### config.mk
export PLATFORM = sky130hd
export DESIGN_NAME = bits_gather
export DESIGN_NICKNAME = d
export VERILOG_FILES = /design/src/rtl/psk_pkg.sv /design/src/rtl/bits_gather_hold.sv /design/src/rtl/bits_gather.sv
export SDC_FILE = /design/constraint.sdc
export NUM_CORES = 1
export LEC_CHECK = 0
export ABC_AREA = 1
export CAP_MARGIN = 20
export CELL_PAD_IN_SITES_DETAIL_PLACEMENT = 1
export CELL_PAD_IN_SITES_GLOBAL_PLACEMENT = 1
export CORE_ASPECT_RATIO = 1.5
export CORE_MARGIN = 8
export CORE_UTILIZATION = 36
export DETAILED_ROUTE_END_ITERATION = 8
export GPL_ROUTABILITY_DRIVEN = 0
export PLACE_DENSITY = 0.86
export SLEW_MARGIN = 30
export SYNTH_ARGS = -nofsm -noshare
export SYNTH_HDL_FRONTEND = slang
export SYNTH_SLANG_ARGS = --single-unit
### constraint.sdc
create_clock -name clk -period 2.1 [get_ports clk]
set_input_delay 0.63 -clock clk [delete_from_list [all_inputs] [get_ports clk]]
set_output_delay 0.63 -clock clk [all_outputs]
set_load 0.01 [all_outputs]
### src/rtl/psk_pkg.sv
// Shared PSK receive-path constants and the output holding-register state encoding.
package psk_pkg;

   localparam int unsigned N_BITS_DEFAULT = 2;
   localparam int unsigned WORD_W         = 8;

   typedef enum logic {
      IDLE = 1'b0,
      HOLD = 1'b1
   } hold_state_e;

endpackage

### src/rtl/bits_gather_hold.sv
// Output holding register for bits_gather: O/O_valid handshake, overflow pulse
// and the bypass override that writes a single-cycle word.
module bits_gather_hold
   import psk_pkg::*;
#(
   parameter int unsigned M = WORD_W
) (
   input  logic         clk,
   input  logic         rst_n,
   input  logic         load_i,
   input  logic [M-1:0] word_i,
   input  logic         byp_load_i,
   input  logic         byp_valid_i,
   input  logic [M-1:0] byp_word_i,
   input  logic         O_ready_i,
   output logic [M-1:0] O_o,
   output logic         O_valid_o,
   output logic         ovf_o
);

   hold_state_e  state_q;
   logic [M-1:0] o_q;
   logic         valid_q;
   logic         ovf_q;

   always_ff @(posedge clk or negedge rst_n) begin
      if (!rst_n) begin
         state_q <= IDLE;
         o_q     <= '0;
         valid_q <= 1'b0;
         ovf_q   <= 1'b0;
      end else begin
         ovf_q <= 1'b0;
         if (byp_load_i) begin
            // Bypass words never enter HOLD, so IDLE drops O_valid on the next clk.
            state_q <= IDLE;
            o_q     <= byp_word_i;
            valid_q <= byp_valid_i;
         end else begin
            case (state_q)
               IDLE: begin
                  valid_q <= 1'b0;
                  if (load_i) begin
                     o_q     <= word_i;
                     valid_q <= 1'b1;
                     state_q <= HOLD;
                  end
               end
               HOLD: begin
                  if (O_ready_i) begin
                     if (load_i) begin
                        o_q <= word_i;
                     end else begin
                        valid_q <= 1'b0;
                        state_q <= IDLE;
                     end
                  end else if (load_i) begin
                     ovf_q <= 1'b1;
                  end
               end
            endcase
         end
      end
   end

   assign O_o       = o_q;
   assign O_valid_o = valid_q;
   assign ovf_o     = ovf_q;

endmodule

### src/rtl/bits_gather.sv
// Serial-to-parallel symbol packer: N bits LSB-first per 1.024 MHz symbol,
// sampled on the 2.048 MHz enable, with a single-bit bypass path.
module bits_gather
   import psk_pkg::*;
#(
   parameter int unsigned N                = N_BITS_DEFAULT,
   parameter int unsigned M                = WORD_W,
   parameter int unsigned BYPASS_SELECTION = 1
) (
   input  logic         clk,
   input  logic         rst_n,
   input  logic         ce_1M,
   input  logic         ce_2M,
   input  logic         bypass,
   input  logic         I,
   input  logic         I_valid,
   output logic         I_ready,
   output logic [M-1:0] O,
   output logic         O_valid,
   input  logic         O_ready,
   output logic         sym_err,
   output logic         ovf
);

   localparam logic [3:0] LAST_IDX = 4'(N - 1);

   logic [N-1:0] acc_q;
   logic [3:0]   bit_cnt_q;
   logic         bad_q;
   logic         skip_q;
   logic         sym_err_q;

   logic [M-1:0] word_d;
   logic [M-1:0] byp_word_d;
   logic         good_d;
   logic         byp_load_d;

   // The completing sample is merged directly as the MSB of the symbol.
   always_comb begin
      word_d         = '0;
      word_d[N-1:0]  = {I, acc_q[N-1:1]};
      byp_word_d     = '0;
      byp_word_d[BYPASS_SELECTION] = I & I_valid;
   end

   assign good_d     = ce_1M & ~bypass & ~skip_q & ~bad_q & I_valid & (bit_cnt_q == LAST_IDX);
   assign byp_load_d = ce_1M & bypass;

   // skip_q marks a symbol interrupted by bypass so it is dropped without sym_err.
   always_ff @(posedge clk or negedge rst_n) begin
      if (!rst_n) begin
         acc_q     <= '0;
         bit_cnt_q <= '0;
         bad_q     <= 1'b0;
         skip_q    <= 1'b0;
         sym_err_q <= 1'b0;
      end else begin
         sym_err_q <= 1'b0;
         if (bypass) begin
            if (ce_1M) begin
               acc_q     <= '0;
               bit_cnt_q <= '0;
               bad_q     <= 1'b0;
               skip_q    <= 1'b0;
            end else if (ce_2M || (bit_cnt_q != '0) || bad_q) begin
               skip_q <= 1'b1;
            end
         end else if (ce_1M) begin
            acc_q     <= '0;
            bit_cnt_q <= '0;
            bad_q     <= 1'b0;
            skip_q    <= 1'b0;
            sym_err_q <= ~skip_q & ~good_d;
         end else if (ce_2M) begin
            acc_q <= {I, acc_q[N-1:1]};
            if (bit_cnt_q != 4'hF) begin
               bit_cnt_q <= bit_cnt_q + 4'd1;
            end
            if (!I_valid || (bit_cnt_q >= LAST_IDX)) begin
               bad_q <= 1'b1;
            end
         end
      end
   end

   bits_gather_hold #(
      .M(M)
   ) u_hold (
      .clk        (clk),
      .rst_n      (rst_n),
      .load_i     (good_d),
      .word_i     (word_d),
      .byp_load_i (byp_load_d),
      .byp_valid_i(I_valid),
      .byp_word_i (byp_word_d),
      .O_ready_i  (O_ready),
      .O_o        (O),
      .O_valid_o  (O_valid),
      .ovf_o      (ovf)
   );

   assign sym_err = sym_err_q;
   assign I_ready = ~O_valid | O_ready;

endmodule
==> results.tsv <==
metric	value	unit
vias per std cell	4.83	
max cap viols	0	
Clock Power Share	29.2	%
Comb power frac	20.0	%
Final Skew	0.000953	ns
setup repair bufs after CTS	0	
pre-CTS WS	-0.251	ns
largest net degree at the start of global routing	14	
largest family of logic cells by synthesized area	simple AND/OR/NAND/NOR gates	
Fin. Hold Viols	0	
FILL cells	258	
reg-to-reg endpoint	u_hold.O_o[1]	
post-synthesis simple-gate area fraction	31.0	%
Area Growth Syn to Fin	22.7	%
Min-Delay Path Class	reg2reg	
register area share after synthesis	43.6	%
vias in the first global route	739	
Pre-antenna DRT Iters	4	
1st-iter DRT viols	6	
setup TNS	0	ns
DRC viols	0	
# diodes	0	
ANT nets after route	0	
syn avg cell area	8.02	sq um
Sw Share	28.9	%
fin nets	123	
Synth Area in Compound Gates	6.21	%
initial core utilization	37.2	%
maximum VDD drop	363	uV
Power Density	594	nW/um^2
Worst Setup End Kind	output port	
initial antenna violation count	0	
Core Area	2000	sq um
Placed Cells	129	
Via Count	643	
Yosys warnings	0	
min cycle time layout	2.05	ns
Total Wirelength	1.84	mm
clock tree from TritonCTS	yes	
Worst Slack Setup Final	0.0515	ns
Die Y	71.7	um
hold_sp	u_hold.O_o[0]	
post-DR wirelength/cell	13.8	um
clock sinks	13	
H-tree Lvls	1	
WS Path Type	in2out	
Max-slew headroom	59.3	%
RSZ-0062 raised after global routing	false	
fraction of synthesized cell area in xor and xnor cells	0	%
maximum clock path buffer count	2	
Achievable Freq	488	MHz
first-pass GRT wire length	3.22	mm
R2R depth	9	
Reg2Reg Launch Point	bit_cnt_q[1]	
Overflow after GRT	0	
CP max FO	2	
Net Sw Power	0.157	mW
Worst Hold Path Cells	2	
IO buf count	13	
P_int	0.386	mW
share of cells above drive strength 1	10.8	%
multiplexer area fraction after synthesis	0	%
reg2reg setup slack	0.70	ns
crit share post-route	97.5	%
Tot Pwr	0.543	mW
Pins Over Slew Limit	0	
crit path launch type	primary input	
Die W	53.2	um
IO Pins	20	
status	finished, final reports clean	
Total GRT Usage	10.9	%
Die ar.	3810	sq um
synthesized cell area	746	sq um
Cells after Synth	93	
clock-pin slew on the worst setup and hold paths	0.08	ns
TritonCTS Buffers	3	
row count	20	
CP arrival	1.42	ns
adder-cell share of the synthesized area	5.03	%
Root Buffer	clkbuf_4	
register bit total from synthesis	13	
WHS Endpoint	u_hold.O_o[0]	
synth unique cells	22	
worst-skew pair later-pin latency	0.28	ns
Final Non-Filler Cells	133	
Least-Margin Pin Slew	0.609	ns
Final setup viols	0	
Lkg Pwr	0.471	nW
Sequential Power Share	50.9	%
HPWL Detailed	1.54	mm
WP data required	1.47	ns
## sequential cells by signal, summed over array words and instances, names as in the netlist
| signal | count |
|---|---|
| bit_cnt_q | 4 |
| u_hold.O_o | 2 |
| acc_q | 1 |
| bad_q | 1 |
| skip_q | 1 |
| sym_err | 1 |
| u_hold.O_valid_o | 1 |
| u_hold.ovf_o | 1 |
| u_hold.state_q | 1 |
## how the worst max path moves through the flow
stage          startpoint       to  depth (start not counted)
2_1_floorplan     O_ready  I_ready                          2
5_1_grt           O_ready  I_ready                          4
4_1_cts           O_ready  I_ready                          4
3_3_place_gp      O_ready  I_ready                          4
6_report          O_ready  I_ready                          4
3_5_place_dp      O_ready  I_ready                          4
## metal layers
metal / GRT usage [%] / part of all wire, % / up-vias / wire length [um]
li1: - / - / 320 / -
met1: 10.5 / 37 / 304 / 672
met2: 20.7 / 55 / 17 / 1020
met3: 2.48 / 6.4 / 2 / 118
met4: 4.23 / 1.8 / 0 / 34
met5: 0 / 0 / - / 0
## per-stage QoR
step | utilization (%) | area, sq um | hold slack, ns
finish | 45.7 | 915 | 0.488
global route | 45.7 | 915 | 0.521
CTS | 45.6 | 913 | 0.497
detailed placement | 44.4 | 888 | 0.477
global placement | 44.4 | 888 | 0.456
floorplan | - | 764 | 0.334
## critical path, cell delays in order
cell	delay, ns
clkdlybuf4s50_1	0.46
inv_1	0.05
nand2_1	0.05
clkdlybuf4s15_1	0.23
## layout make-up
cell class | instances | area [sq um] | area share, %
Clock buffer | 4 | 26.3 | 2.87
Multi-Input combinational cell | 66 | 338 | 36.9
Tap cell | 22 | 27.5 | 3.01
Timing Repair Buffer | 16 | 153 | 16.7
Inverter | 12 | 45.0 | 4.92
Sequential cell | 13 | 325 | 35.6
## cells by family (layout without fill, tap and decap cells)
group | Yosys count | after routing
simple gates | 49 | 49
buf+inv | 19 | 32
fa+ha+maj | 3 | 3
other cells | 1 | 6
compound gates | 8 | 8
flops | 13 | 13
## repair_timing
action,in CTS,in global routing
setup endpoints to repair,1,1
hold buffers,0,0
gates resized for setup,1,1
## cells in the mapped netlist
| library cell | n | share of area, % |
|---|---|---|
| nor4_1 | 1 | 0.84 |
| nor2_1 | 10 | 5.0 |
| o21a_1 | 1 | 1.0 |
| nand4_1 | 3 | 2.5 |
| nor3_4 | 1 | 2.2 |
| buf_6 | 1 | 1.5 |
| ha_1 | 3 | 5.0 |
| nor2_2 | 1 | 0.84 |
| buf_4 | 6 | 6.0 |
| dfrtp_1 | 13 | 44 |
| nand3_2 | 1 | 1.3 |
| inv_1 | 11 | 5.5 |
| o21ai_1 | 1 | 0.67 |
| nand2_2 | 1 | 0.84 |
| nand2_1 | 22 | 11 |
| nand3b_1 | 1 | 1.0 |
| conb_1 | 1 | 0.50 |
| o21ai_2 | 1 | 1.2 |
| a21oi_1 | 4 | 2.7 |
| o21ai_0 | 1 | 0.67 |
| nand3_1 | 8 | 5.4 |
| inv_2 | 1 | 0.50 |
## power groups by stage
| stage | combinational, mW | sequential, mW | clock [mW] |
|---|---|---|---|
| final | 0.108 | 0.276 | 0.158 |
| after detailed placement | 0.110 | 0.282 | 0 |
| after floorplan | 0.0646 | 0.282 | 0 |
| after CTS | 0.111 | 0.277 | 0.161 |
| after global placement | 0.104 | 0.281 | 0 |
| after global routing | 0.122 | 0.279 | 0.173 |
## placed cells by master, fill, tap and decap left out, types with 3 or more instances in the layout
cell type and instances:
buf_4 3, nand4_1 3, clkdlybuf4s50_1 12, a21oi_1 4, nor2_1 10, conb_1 6
ha_1 3, inv_1 11, clkbuf_4 3, nand3_1 8, dfrtp_1 13, nand2_1 22
(Power assumes the default switching activity.)
